`config.mk`:
```
export PLATFORM = sky130hd
export DESIGN_NAME = trdb_branch_map_mr
export DESIGN_NICKNAME = d
export VERILOG_FILES = /design/src/rtl/trdb_branch_map_mr_pkg.sv /design/src/rtl/trdb_branch_map_mr_fifo.sv /design/src/rtl/trdb_branch_map_mr.sv
export SDC_FILE = /design/constraint.sdc
export NUM_CORES = 1
export LEC_CHECK = 0
export CAP_MARGIN = 0
export CORE_MARGIN = 2
export CORE_UTILIZATION = 55
export CTS_CLUSTER_SIZE = 24
export DETAILED_ROUTE_END_ITERATION = 8
export PLACE_DENSITY = 0.87
export RECOVER_POWER = 50
export SLEW_MARGIN = 20
export SYNTH_ARGS = -nofsm -noshare
export SYNTH_HDL_FRONTEND = slang
export SYNTH_SLANG_ARGS = --single-unit
```
`constraint.sdc`:
```
create_clock -name clk_i -period 6.6 [get_ports clk_i]
set_input_delay 0.99 -clock clk_i [delete_from_list [all_inputs] [get_ports clk_i]]
set_output_delay 0.99 -clock clk_i [all_outputs]
set_load 0.005 [all_outputs]
```
`src/rtl/trdb_branch_map_mr_pkg.sv`:
```
// Shared defaults and constants for the multi-retire branch map.
package trdb_branch_map_mr_pkg;

    localparam int TRDB_BMAP_LEN_DEFAULT   = 31;
    localparam int TRDB_RETIRE_DEFAULT     = 2;
    localparam int TRDB_BMAP_DEPTH_DEFAULT = 2;

    // Reason a map was closed; stored as the top bit of each queued entry.
    typedef enum logic {
        CLOSE_FLUSH = 1'b0,
        CLOSE_FULL  = 1'b1
    } close_reason_e;

endpackage

```
`src/rtl/trdb_branch_map_mr_fifo.sv`:
```
// Generic DEPTH-entry FIFO with two ordered push ports (port 0 lands first) and one pop port.
module trdb_bmap_fifo #(
    parameter int DEPTH = 2,
    parameter int WIDTH = 37,
    localparam int PW   = $clog2(DEPTH),
    localparam int OCCW = $clog2(DEPTH + 1)
) (
    input  logic             clk_i,
    input  logic             rst_ni,
    input  logic             push0_i,
    input  logic [WIDTH-1:0] data0_i,
    input  logic             push1_i,
    input  logic [WIDTH-1:0] data1_i,
    input  logic             pop_i,
    output logic [WIDTH-1:0] head_o,
    output logic             valid_o,
    output logic [OCCW-1:0]  occ_o
);

    logic [WIDTH-1:0] mem [DEPTH];
    logic [PW-1:0]    rd_ptr_q, wr_ptr_q;
    logic [OCCW-1:0]  occ_q;
    logic             pop;

    function automatic logic [PW-1:0] ptr_inc(input logic [PW-1:0] p);
        return (p == PW'(DEPTH - 1)) ? '0 : p + PW'(1);
    endfunction

    assign valid_o = (occ_q != '0);
    assign pop     = pop_i & valid_o;
    assign occ_o   = occ_q;
    assign head_o  = valid_o ? mem[rd_ptr_q] : '0;

    // push1 is only ever raised together with push0, so port 1 takes the slot after port 0.
    always_ff @(posedge clk_i) begin
        if (push0_i) mem[wr_ptr_q] <= data0_i;
        if (push1_i) mem[ptr_inc(wr_ptr_q)] <= data1_i;
    end

    always_ff @(posedge clk_i or negedge rst_ni) begin
        if (!rst_ni) begin
            rd_ptr_q <= '0;
            wr_ptr_q <= '0;
            occ_q    <= '0;
        end else begin
            if (push0_i && push1_i) wr_ptr_q <= ptr_inc(ptr_inc(wr_ptr_q));
            else if (push0_i)       wr_ptr_q <= ptr_inc(wr_ptr_q);
            if (pop) rd_ptr_q <= ptr_inc(rd_ptr_q);
            occ_q <= occ_q + OCCW'(push0_i) + OCCW'(push1_i) - OCCW'(pop);
        end
    end

endmodule

```
`src/rtl/trdb_branch_map_mr.sv`:
```
// Packs up to RETIRE branch outcomes per cycle into MAPLEN-bit maps and queues closed maps.
module trdb_branch_map_mr
    import trdb_branch_map_mr_pkg::*;
#(
    parameter int RETIRE  = TRDB_RETIRE_DEFAULT,
    parameter int MAPLEN  = TRDB_BMAP_LEN_DEFAULT,
    parameter int DEPTH   = TRDB_BMAP_DEPTH_DEFAULT,
    localparam int CNTW   = $clog2(MAPLEN + 1)
) (
    input  logic              clk_i,
    input  logic              rst_ni,
    input  logic [RETIRE-1:0] valid_i,
    input  logic [RETIRE-1:0] branch_i,
    input  logic [RETIRE-1:0] taken_i,
    input  logic              flush_i,
    output logic              stall_o,
    output logic [CNTW-1:0]   cur_cnt_o,
    output logic              cur_empty_o,
    output logic              map_valid_o,
    input  logic              map_ready_i,
    output logic [MAPLEN-1:0] map_o,
    output logic [CNTW-1:0]   map_cnt_o,
    output logic              map_full_o
);

    localparam int EW   = MAPLEN + CNTW + 1;
    localparam int OCCW = $clog2(DEPTH + 1);
    localparam logic [CNTW:0] ONE_W    = (CNTW + 1)'(1);
    localparam logic [CNTW:0] MAPLEN_W = (CNTW + 1)'(MAPLEN);

    logic [MAPLEN-1:0] map_q, map_work, map_next, full_map;
    logic [CNTW-1:0]   cnt_q, cnt_next;
    logic [CNTW:0]     cnt_work;
    logic              full_push, flush_push, accept;
    logic              push0, push1;
    logic [EW-1:0]     full_entry, flush_entry, data0, head;
    logic [OCCW-1:0]   occ;

    assign accept = ~stall_o;

    // Append branches in slot order; a fill mid-cycle closes the map and the rest spill to bit 0.
    always_comb begin
        map_work  = map_q;
        cnt_work  = {1'b0, cnt_q};
        full_map  = '0;
        full_push = 1'b0;
        for (int k = 0; k < RETIRE; k++) begin
            if (valid_i[k] && branch_i[k]) begin
                map_work[cnt_work[CNTW-1:0]] = taken_i[k];
                cnt_work = cnt_work + ONE_W;
                if (cnt_work == MAPLEN_W) begin
                    full_map  = map_work;
                    full_push = 1'b1;
                    map_work  = '0;
                    cnt_work  = '0;
                end
            end
        end
        flush_push = flush_i && (cnt_work != '0);
        map_next   = flush_i ? '0 : map_work;
        cnt_next   = flush_i ? '0 : cnt_work[CNTW-1:0];
    end

    assign full_entry  = {CLOSE_FULL, CNTW'(MAPLEN), full_map};
    assign flush_entry = {CLOSE_FLUSH, cnt_work[CNTW-1:0], map_work};

    // The full map always goes ahead of a flushed spill in the same cycle.
    assign push0 = accept & (full_push | flush_push);
    assign push1 = accept & full_push & flush_push;
    assign data0 = full_push ? full_entry : flush_entry;

    always_ff @(posedge clk_i or negedge rst_ni) begin
        if (!rst_ni) begin
            map_q <= '0;
            cnt_q <= '0;
        end else if (accept) begin
            map_q <= map_next;
            cnt_q <= cnt_next;
        end
    end

    trdb_bmap_fifo #(
        .DEPTH (DEPTH),
        .WIDTH (EW)
    ) i_fifo (
        .clk_i   (clk_i),
        .rst_ni  (rst_ni),
        .push0_i (push0),
        .data0_i (data0),
        .push1_i (push1),
        .data1_i (flush_entry),
        .pop_i   (map_ready_i),
        .head_o  (head),
        .valid_o (map_valid_o),
        .occ_o   (occ)
    );

    // Registered occupancy only, so two pushes always fit whenever input is accepted.
    assign stall_o     = (occ > OCCW'(DEPTH - 2));
    assign cur_cnt_o   = cnt_q;
    assign cur_empty_o = (cnt_q == '0);
    assign map_o       = head[MAPLEN-1:0];
    assign map_cnt_o   = head[MAPLEN+:CNTW];
    assign map_full_o  = head[EW-1];

endmodule

```
## Word-level counts from Yosys, hierarchy flattened

Memories as Yosys holds them, arrays and structs flattened.
Cells that the tools add are included.

- Bits in writable memories: 74
- Memories kept: 1
- Logic and storage cells: 72
- Register bits after elaboration: 40
- Input bits: 10

Memories:

| name | depth | bits a word | rd ports | clocked after memory_dff | wr ports | RTL line | source |
|---|---|---|---|---|---|---|---|
| i_fifo.mem | 2 | 37 | 1 | 0 | 2 | trdb_branch_map_mr_fifo.sv:20 | `logic [WIDTH-1:0] mem [DEPTH];` |

- Order comparisons: 5
- Bitwise operators: 6
- Multiplexer cells: 35
- Add/sub/neg operators: 8
- Eq/ne operators: 2
- Reduce and logical (&&, ||, !) cells: 10

Operators with widths:

| cell | number |
|---|---|
| two-way mux 31 bit | 9 |
| two-way mux 37 bit | 2 |
| bitwise mux 31 bit | 2 |
| two-way mux 6 bit | 4 |
| two-way mux 1 bit | 15 |
| equality test 6 x 5 -> 1 bit (second input constant) | 2 |
| less-than comparator 5 x 6 -> 1 bit (second input constant) | 2 |
| demux 1 bit (select 5 bit) | 2 |
| >= comparator 5 x 1 -> 1 bit (second input constant) | 2 |
| adder 5 x 1 -> 6 bit (second input constant) | 1 |
| adder 6 x 1 -> 6 bit (second input constant) | 1 |
| logical AND 1 bit | 6 |
| nonzero test 6 bit | 1 |
| zero test 5 bit | 1 |
| two-way mux 5 bit | 1 |
| adder 2 x 1 -> 2 bit | 2 |
| bitwise AND 1 bit | 4 |
| nonzero test 2 bit | 2 |
| adder 1 bit (second input constant) | 3 |
| > comparator 2 x 1 -> 1 bit (second input constant) | 1 |
| subtractor 2 x 1 -> 2 bit | 1 |
| NOT 1 bit | 1 |
| OR 1 bit | 1 |

## Logic depth before layout (Yosys ltp)

Gate-level depths: netlist of run 1.

- Depth after elaboration: 15
- Depth in mapped cells: 22

## By module

From an unflattened synthesis of run 1, not the netlist that was laid out.

- Cell total of the unflattened synthesis: 961
- Area, all modules: 9,043.7 µm²

Modules (own cells, without submodules):

| module | cells each | sequential area each (µm²) | instances | area each (µm²) |
|---|---|---|---|---|
| trdb_branch_map_mr | 700 | 900.9 | 1 | 4,981.0 |
| trdb_bmap_fifo | 261 | 2,322.2 | 1 | 4,062.6 |

## Worst setup path before layout of run 1

Ideal clock, no wire load.

- Path type: reg-to-reg
- Start point: register cnt_q[0] (netlist: cur_cnt_o[0])
- End point: memory i_fifo.mem[0][0] (enable)
- Setup slack: 0.582 ns
- Data arrival time: 5.584 ns
- Path buffers: 5
- Cell stages (with the launch flop): 20
- Cells stage by stage: dfrtp_1 -> clkbuf_1 -> inv_1 -> ha_1 -> clkbuf_1 -> nand3_1 -> a211oi_1 -> buf_2 -> nor4_1 -> a21oi_1 -> inv_1 -> ha_1 -> clkbuf_1 -> and3_1 -> a221oi_1 -> nand3_1 -> o21ai_2 -> nand2_2 -> buf_2 -> o21ai_1

RTL lines:

| item | RTL line | source |
|---|---|---|
| start: declaration | trdb_branch_map_mr.sv:32 | `logic [CNTW-1:0] cnt_q, cnt_next;` |
| start signal: assignment | trdb_branch_map_mr.sv:78 | `cnt_q <= cnt_next;` |
| end: declaration | trdb_branch_map_mr_fifo.sv:20 |  |

==> impl_metrics.toml, run 1 <==
[critical_path]
cp.required_ns = 6.66
cp-start-kind = "flip-flop"
reg2reg_from = "cur_cnt_o[0]$_DFFE_PN0P_"
r2r_slack_ns = 0.77
end_kind = "flip-flop"
r2r-end = "i_fifo.mem[0][33]$_DFFE_PP_"
crit_arrival_ns = 5.89
crit_chain = "inv_1 > ha_1 > nand3_1 > a211oi_1 > clkbuf_1 > nor4_1 > a21oi_1 > inv_1 > ha_1 > nand2_1 > nor3_1 > a221oi_1 > o2111a_1 > clkbuf_1 > o21ai_0 > a21boi_1 > a22oi_1 > a21oi_1"
r2r_cells = 18
criticalPathCategory = "flip-flop to flip-flop"
max_stage_delay_ns = 0.68
cp_max_fo = 15
slowest_stage = "o2111a_1"

[place]
post-dp-hpwl_mm = 15.6
gp_congestion = 0.951
port_buffers = 54

[grt]
antenna_found_initial = 0
grt_max_degree = 50
gr-total-overflow = 0
grt_pass1_vias = 7083
grt_pass1_wl_mm = 38.2
grt_use_total_pct = 30.6

[floorplanning]
fp.dieH_um = 125
dieWidth_um = 125
pin_count = 55
core_region_area_um2 = 14400
initial_core_util_pct = 55.8
dieArea_um2 = 15600
rows = 44

[synthesis]
synth_compound_area_share_pct = 24.0
synth-async-reset-ratio_pct = 35.1
yosys.area_share.simple_pct = 18.6
yosysMostFrequentCell = "nor2_1"
synth_edf_count = 72
postSynthAreaPerCell_um2 = 8.78
yosysTopAreaCell = "edfxtp_1"
synth_top_family_by_area = "compound AO/OA/AOI/OAI gates"
muxShareOfSynthArea_pct = 10.4
synth_commonest_cells = "nor2_1 (105), nand2_1 (98), edfxtp_1 (72), mux2i_1 (71), o21ai_0 (71)"
synthAdderAreaFrac_pct = 1.90
seq_area_frac_synth_pct = 39.8
synth_ff_type = "edfxtp_1"
yosysUniqueCellTypes = 71
synth_xor_xnor_area_share_pct = 0.435
ys_warn_count = 0
syn_nets = 936
synth_area_um2 = 8050
synth_area_leaders = "edfxtp_1 (27%), dfrtp_1 (12%), mux2i_1 (8.8%)"
syn-instance-count = 916
synth_top_area_share_pct = 26.9
ys_ff_latch = 114

[pwr]
vdd_ir_drop_max_mv = 0.209
powerDensity_nw_per_um2 = 402
p_leak_nw = 3.42

[clock_network]
htree_levels = 4
clockRootBuffer = "clkbuf_16"
clk_latency_ns = 0.42
cts_hold_buf = 0
cts_tree = "built"
clock_sinks = 114
cts-buffers-inserted = 17
ctsResizeCount = 0
clkTransAtPathRegs_ns = 0.05
max-clock-path-buffers = 2
cts_setup_buffers = 0

[detailed_routing]
drt-total-wl_mm = 23.9
ant_nets = 0
drc_errors = 0
viasPerCell = 6.75
drtIter0Drc = 1260
vias = 7632
drt_pass1_iterations = 7
wl_per_cell_um = 21.1

[final_layout]
syn_to_final_growth_pct = 15.9
antenna_cells = 0
drive_above_1_share_pct = 7.92
nets = 955

[sta]
fmax_ghz = 0.172
setup_viol = 0
tightest_slew_ns = 2.51
rsz0062_at_grt = "no"
slew_headroom_pct = -67.1
period_needed_ns = 5.83
period_share_pct = 88.3
timing.setup.tns_ns = 0
maxSlewViolCount = 128
finalHoldViolCount = 0
fin_hold_ws_ns = 0.503
skew_ns = 0.0106

[run_status]
outcome = "finished with violations"
violations = "max-capacitance violations, max-slew violations"

[worst_hold_path]
hold_end = "i_fifo.mem[1][36]$_SDFFE_PP0P_"
worstHoldPathType = "flip-flop to flip-flop"
holdPathStages = 1
min_from = "i_fifo.mem[1][36]$_SDFFE_PP0P_"

[run]
max_cap_violations = 3
==> where the power goes <==
group          internal [mW]  switching (mW)
registers              0.942           0.169
clock network          0.621           0.325
logic                  0.702           0.990
total                   2.26            1.48
==> how the worst max path moves through the flow <==
stage	start	end	slack (ns)	cells after the start
floorplan	cur_cnt_o[0]$_DFFE_PN0P_	i_fifo.mem[0][0]$_DFFE_PP_	0.58	19
global placement	valid_i[0]	i_fifo.mem[1][8]$_DFFE_PP_	1.16	15
detailed placement	valid_i[0]	i_fifo.mem[1][4]$_DFFE_PP_	0.98	15
CTS	cur_cnt_o[0]$_DFFE_PN0P_	i_fifo.mem[1][27]$_DFFE_PP_	1.17	17
global route	cur_cnt_o[0]$_DFFE_PN0P_	i_fifo.mem[0][33]$_DFFE_PP_	0.35	18
finish	cur_cnt_o[0]$_DFFE_PN0P_	i_fifo.mem[0][33]$_DFFE_PP_	0.77	18
==> placed cells by master (no fill, tap or decap), types with 8 or more instances in the layout <==
cell type	n
inv_1	15
o21ai_0	72
nand2b_1	8
buf_4	18
o211ai_1	19
nor2b_1	36
edfxtp_1	72
clkbuf_16	17
dlygate4sd3_1	41
a21o_1	9
a22oi_1	12
o22ai_1	10
a21oi_1	39
nand3_1	29
mux2i_1	71
a22o_1	34
clkdlybuf4s50_1	12
nand2_1	97
a31oi_1	14
o32ai_1	10
nor3_1	17
nor2_1	104
ha_1	9
mux2_2	11
dfrtp_1	40
clkbuf_1	8
==> state kept, by name, indices dropped and copies added, names as in the netlist <==
signal and flops:
i_fifo.occ_o 2, i_fifo.mem 74, map_q 31, i_fifo.rd_ptr_q 1
cur_cnt_o 5, i_fifo.wr_ptr_q 1
==> cell type report <==
class                           instances  area, um2
Tap cell                              184        230
Timing Repair Buffer                   80        739
Clock inverter                         13        168
Inverter                               17       63.8
Multi-Input combinational cell        705       4490
Clock buffer                           18        429
Fill cell                            1129       5100
Sequential cell                       114       3200
==> stage by stage <==
step | setup WS [ns] | power (mW) | cells | utilization (%) | area, um2
2_1_floorplan | 0.582 | 2.15 | 916 | - | 8050
3_3_place_gp | 1.16 | 2.75 | 1098 | 60.4 | 8710
3_5_place_dp | 0.983 | 2.79 | 1098 | 60.4 | 8710
4_1_cts | 1.17 | 3.74 | 1129 | 64.5 | 9310
5_1_grt | 0.349 | 3.95 | 1131 | 64.6 | 9320
6_report | 0.769 | 3.75 | 1131 | 64.6 | 9320
==> layer usage <==
metal	vias to the layer above	global-route usage [%]	share of wire, %
met1	3588	40.8	40
li1	3428	-	-
met4	0	13.1	3.6
met3	91	8.90	11
met5	-	0	0
met2	525	47.0	45
==> logic make-up (layout without fill, tap and decap cells) <==
logic type	Yosys count	in the layout
flip-flops	114	114
adder cells (fa/ha/maj)	12	12
XOR/XNOR	4	4
buffers and inverters	97	128
multiplexers	82	82
AND/OR/NAND/NOR	325	325
AO/OA/AOI/OAI	282	282
==> critical path: cells and delay by family, from the launching register on <==
family	cells	cell delay [ns]
buf+inv	4	1.27
compound gates	8	2.53
fa+ha+maj	2	0.71
simple gates	4	0.41
flops	1	0.54
No activity file was read; power rests on OpenSTA's default activity.
==> run 2, diff against run 1 <==
--- a/config.mk
+++ b/config.mk
@@ -5,12 +5,13 @@
 export SDC_FILE = /design/constraint.sdc
 export NUM_CORES = 1
 export LEC_CHECK = 0
+export ABC_CLOCK_PERIOD_IN_PS = 6600
 export CAP_MARGIN = 0
 export CORE_MARGIN = 2
-export CORE_UTILIZATION = 55
+export CORE_UTILIZATION = 60
 export CTS_CLUSTER_SIZE = 24
 export DETAILED_ROUTE_END_ITERATION = 8
-export PLACE_DENSITY = 0.87
+export PLACE_DENSITY = 0.93
 export RECOVER_POWER = 50
 export SLEW_MARGIN = 20
 export SYNTH_ARGS = -nofsm -noshare
==> run 2 against run 1 <==
  * The flow still finishes with violations (max-capacitance violations, max-slew violations)
  * Core utilization grew 5.8 points
  * Critical path depth stayed put
  * Sequential cell count unchanged
  * Sequential share of layout area up 0.16 points
  * Hold slack got worse by 0.040 ns
  * Wire length is 1.4% higher
  * Critical path type unchanged
==> impl_metrics.toml, run 2 (synthesis results as in run 1) <==
[worst_hold_path]
worstHoldPathType = "flip-flop to flip-flop"
min_from = "i_fifo.mem[1][36]$_SDFFE_PP0P_"
holdPathStages = 1
hold_end = "i_fifo.mem[1][36]$_SDFFE_PP0P_"

[clock_network]
clockRootBuffer = "clkbuf_16"
cts_tree = "built"
clkTransAtPathRegs_ns = 0.06
max-clock-path-buffers = 2
clk_latency_ns = 0.43
cts-buffers-inserted = 17
clock_sinks = 114
ctsResizeCount = 0
cts_hold_buf = 0
htree_levels = 4
cts_setup_buffers = 0

[grt]
grt_use_total_pct = 34.1
antenna_found_initial = 0
grt_max_degree = 49
grt_pass1_wl_mm = 38.1
grt_pass1_vias = 7103
gr-total-overflow = 0

[floorplanning]
rows = 42
initial_core_util_pct = 61.0
pin_count = 55
dieArea_um2 = 14400
core_region_area_um2 = 13200
dieWidth_um = 120
fp.dieH_um = 120

[critical_path]
reg2reg_from = "cur_cnt_o[2]$_DFFE_PN0P_"
r2r-end = "i_fifo.mem[1][12]$_DFFE_PP_"
path_buf_inv = 5
end_kind = "flip-flop"
cp_max_fo = 30
r2r_slack_ns = 0.75
cp-start-kind = "flip-flop"
slowest_stage = "clkbuf_1"
crit_arrival_ns = 6.02
criticalPathCategory = "flip-flop to flip-flop"
max_stage_delay_ns = 0.72
cp.required_ns = 6.77
crit_chain = "clkbuf_1 > nand3_1 > a211oi_1 > buf_4 > nor4_1 > a21oi_1 > inv_1 > ha_1 > nand2_1 > nor3_1 > a221oi_1 > nand3_1 > o21ai_0 > o211ai_4 > o21bai_2 > buf_4 > o21ai_4 > buf_16"
r2r_cells = 18
cp_top_family = "compound AO/OA/AOI/OAI gates"

[detailed_routing]
ant_nets = 0
drtIter0Drc = 1372
drt_pass1_iterations = 7
wl_per_cell_um = 21.6
drc_errors = 0
vias = 7721
viasPerCell = 6.88
drt-total-wl_mm = 24.2

[run_status]
violations = "max-capacitance violations, max-slew violations"
outcome = "finished with violations"

[pwr]
p_leak_nw = 3.40
pwr-share-clk_pct = 24.0
powerDensity_nw_per_um2 = 402
p_switching_mw = 1.56
combPwrFrac_pct = 47.3
vdd_ir_drop_max_mv = 0.323
fin_total_pwr_mw = 3.73
p_int_mw = 2.18
swShare_pct = 41.7
pwr-share-seq_pct = 28.7

[final_layout]
finalInstanceArea_um2 = 9280
largest_reg_flops = 74
largest_register = "i_fifo.mem"
nets = 951
syn_to_final_growth_pct = 15.4
drive_above_1_share_pct = 8.37
layout_commonest_cell = "nor2_1"
most-common-layout-cells = "nor2_1 (103), nand2_1 (99), o21ai_0 (73)"

[sta]
maxSlewViolCount = 120
slew_headroom_pct = -81.0
rsz0062_at_grt = "no"
period_share_pct = 88.6
tightest_slew_ns = 2.71
finalHoldViolCount = 0
fmax_ghz = 0.171
setup_viol = 0
period_needed_ns = 5.85
skew_ns = 0.0109
timing.setup.tns_ns = 0

[place]
placed_area_um2 = 8680
post-dp-hpwl_mm = 15.1
gp_congestion = 1.00
port_buffers = 54

[run]
max_cap_violations = 3
## run 2: worst register-to-register path, stage by stage, from the launching register on
cell      delay (ns)
dfrtp_1         0.54
clkbuf_1        0.72
nand3_1         0.15
a211oi_1        0.26
buf_4           0.23
nor4_1          0.07
a21oi_1         0.42
inv_1           0.18
ha_1            0.38
nand2_1         0.13
nor3_1          0.06
a221oi_1        0.53
nand3_1         0.27
o21ai_0         0.34
o211ai_4        0.20
o21bai_2        0.17
buf_4           0.36
o21ai_4         0.25
buf_16          0.32
## run 2: layout make-up
class	count	area, um2
multi-input cells	705	4490
fillers	970	3910
flip-flops and latches	114	3200
repair buffers	76	722
clock buffers	17	425
well taps	176	220
clock inverters	15	150
inverters	17	63.8
diodes	2	5.00
## run 2: metrics by stage
step                      util (%)  instances  setup slack [ns]  hold WS [ns]
final                         70.4       1122             0.754         0.463
after global routing          70.3       1120             0.366         0.498
after CTS                     70.2       1118              1.06         0.464
after detailed placement      65.8       1086             0.981         0.450
after global placement        65.8       1086              1.14         0.448
after floorplan                  -        916             0.582         0.432
## run 2: how the worst max path moves through the flow
stage                                        start                     endpoint  slack (ns)  cells past startpoint
after floorplan           cur_cnt_o[0]$_DFFE_PN0P_   i_fifo.mem[0][0]$_DFFE_PP_        0.58                     19
after global placement                  valid_i[0]  i_fifo.mem[0][27]$_DFFE_PP_        1.14                     12
after detailed placement                valid_i[0]   i_fifo.mem[0][4]$_DFFE_PP_        0.98                     14
after CTS                 cur_cnt_o[0]$_DFFE_PN0P_  i_fifo.mem[0][12]$_DFFE_PP_        1.06                     14
after global routing      cur_cnt_o[2]$_DFFE_PN0P_   i_fifo.mem[1][4]$_DFFE_PP_        0.37                     18
final                     cur_cnt_o[2]$_DFFE_PN0P_  i_fifo.mem[1][12]$_DFFE_PP_        0.75                     18
## run 2: power groups by stage
stage | registers (mW) | clock network (mW) | logic [mW]
2_1_floorplan | 1.02 | 0 | 1.14
3_3_place_gp | 1.07 | 0 | 1.68
3_5_place_dp | 1.08 | 0 | 1.71
4_1_cts | 1.07 | 0.893 | 1.74
5_1_grt | 1.09 | 0.922 | 1.88
6_report | 1.07 | 0.896 | 1.76
## run 2: metal layers
layer | global-route usage (%) | up-vias | wire [um]
met5 | 0 | - | 0
met4 | 16.0 | 0 | 1040
met3 | 7.89 | 123 | 3060
met2 | 52.4 | 611 | 10800
met1 | 46.1 | 3563 | 9280
li1 | - | 3424 | -
==> RTL edit, RTL diff (config.mk and constraints of run 1) <==
`TRDB_BMAP_LEN_DEFAULT`: 31 -> 62.
--- a/src/rtl/trdb_branch_map_mr_pkg.sv
+++ b/src/rtl/trdb_branch_map_mr_pkg.sv
@@ -1,7 +1,7 @@
 // Shared defaults and constants for the multi-retire branch map.
 package trdb_branch_map_mr_pkg;
 
-    localparam int TRDB_BMAP_LEN_DEFAULT   = 31;
+    localparam int TRDB_BMAP_LEN_DEFAULT   = 62;
     localparam int TRDB_RETIRE_DEFAULT     = 2;
     localparam int TRDB_BMAP_DEPTH_DEFAULT = 2;
 
Interface: changed (resized cur_cnt_o, map_cnt_o and map_o); port bits go from 55 to 88. The function was not compared with the original's and may differ.
==> RTL edit against run 1 <==
Non-clock buffer count grew 43; maximum frequency fell by 0.28%; count of clock-buffer cells in the layout grew 7; design area grew 64%; total power increased by 49%; sequential cell count grew 96; first-iteration DRC count grew 79%; setup slack got worse by 0.016 ns; highest routed layer unchanged; largest cell class unchanged; routed wire length is 82% higher; clock skew rose by 0.0050 ns; the flow still finishes with violations (capacitance limit, slew limit); area after synthesis grew 70%; clock power increased by 29%; die area is 67% higher.
==> RTL edit: results (changes against run 1) <==
sequential share of cell area 38.7% (was 34.4%); multi-input gate area in the final layout 0.00708 sq mm (was 0.00449 sq mm); Non-CTS buffers 123 (was 80); R2R depth 14 (was 18); drt first-iter violations 2252 (was 1260); max reg flops 138 (was 74); most instantiated cells after synthesis 326 x nor2_1, 191 x o21ai_0, 147 x nand2_1 (was 105 x nor2_1, 98 x nand2_1, 72 x edfxtp_1); filler cell count 1931 (was 1129); HP Start i_fifo.mem[1][68]$_SDFFE_PP0P_ (was i_fifo.mem[1][36]$_SDFFE_PP0P_); comb_multi_in 1245 (was 705); htree depth 1 (was 4); Worst VDD drop 0.000215 V (was 0.000209 V); Reg clk slew, reported paths 0.07 ns (was 0.05 ns); GPL Wtd Cong 0.976 (was 0.951); cell count after synthesis 1605 (was 916); Unique masters post-synth 72 (was 71); PortBufs 87 (was 54); Hold WS 0.496 ns (was 0.503 ns); RR Startpoint cur_cnt_o[1]$_DFFE_PN0P_ (was cur_cnt_o[0]$_DFFE_PN0P_); global-route wire length before repair 67.3 mm (was 38.2 mm); Post-synth ARST share 34.3% (was 35.1%); final slew viol count 204 (was 128); CP top delay family buffers and inverters (was compound AO/OA/AOI/OAI gates); clock buffer count 25 (was 18); met3 Use GR 8.60% (was 8.90%); Logic inverters 11 (was 17); vias per inst 6.74 (was 6.75); worst skew pair latency 0.52 ns (was 0.42 ns); worst r2r dst i_fifo.mem[1][30]$_DFFE_PP_ (was i_fifo.mem[0][33]$_DFFE_PP_); slowest stage delay, CP 2.80 ns (was 0.68 ns); Num CTS Buffers 22 (was 17); Leak 5.28 nW (was 3.42 nW); share of cells above drive strength 1 6.88% (was 7.92%); clock buffer depth 3 (was 2); sequential area share after synthesis 43.4% (was 39.8%); Detail Placement HPWL 28.3 mm (was 15.6 mm); Slew headroom -165% (was -67.1%); crit-path max FO 71 (was 15); status complete, but fails checks (unchanged); Routed WL 43.5 mm (was 23.9 mm); Inst Count DP 1912 (was 1098); Worst Skew 0.0156 ns (was 0.0106 ns); vias in the first global route 12300 (was 7083); WP data arrival 4.86 ns (was 5.89 ns); Non-Clock Buffer Area Fraction 7.58% (was 7.93%); Hold Crit Endpoint i_fifo.mem[1][68]$_SDFFE_PP0P_ (was i_fifo.mem[1][36]$_SDFFE_PP0P_); grt met1 use 44.6% (was 40.8%); CP max-delay cell clkbuf_1 (was o2111a_1); maxcap violations 3 (unchanged); failing checks capacitance limit, slew limit (unchanged); DP Area 0.0146 sq mm (was 0.00871 sq mm); number of flops mapped to enable cells by yosys 136 (was 72); P&R area growth vs syn 12.2% (was 15.9%)
## RTL edit: changes by cell type after synthesis, moves of 35 or more
cell,before,now
edfxtp_1,72,136
nor3_1,18,53
a21oi_1,39,110
nor2_1,105,326
nand2_1,98,147
clkbuf_1,58,109
o21ai_0,71,191
## RTL edit: report_power, final
part | switching [mW] | total [mW] | internal, mW | leakage (nW)
sequential | 0.195 | 1.86 | 1.66 | 2.28
combinational | 1.52 | 2.51 | 0.988 | 2.66
clock | 0.540 | 1.22 | 0.682 | 0.345
total | 2.26 | 5.59 | 3.33 | 5.28
## RTL edit: how the worst max path moves through the flow
| stage | startpoint | to | slack, ns | cells after the start |
|---|---|---|---|---|
| finish | i_fifo.occ_o[0]$_DFF_PN0_ | stall_o | 0.75 | 4 |
| global route | i_fifo.occ_o[0]$_DFF_PN0_ | cur_cnt_o[0]$_DFFE_PN0P_ | 0.47 | 6 |
| CTS | cur_cnt_o[1]$_DFFE_PN0P_ | i_fifo.mem[0][12]$_DFFE_PP_ | 1.18 | 14 |
| detailed placement | branch_i[0] | i_fifo.mem[0][12]$_DFFE_PP_ | 0.78 | 14 |
| global placement | valid_i[0] | i_fifo.mem[0][4]$_DFFE_PP_ | 0.86 | 15 |
| floorplan | valid_i[0] | i_fifo.mem[0][0]$_DFFE_PP_ | 0.60 | 14 |
## RTL edit: logic make-up (layout without fill, tap and decap cells)
group | Yosys count | count (layout) | synth area share, %
compound gates | 481 | 481 | 21.8
xor+xnor | 14 | 14 | 1.01
fa+ha+maj | 6 | 6 | 0.605
buf+inv | 150 | 174 | 4.96
flops | 210 | 210 | 43.4
mux | 117 | 117 | 8.74
simple gates | 627 | 627 | 19.5
## RTL edit: per-layer routing
layer,vias up,share of wire [%]
li1,5796,-
met1,6089,38
met2,1064,43
met3,211,14
met4,0,4.9
met5,-,0
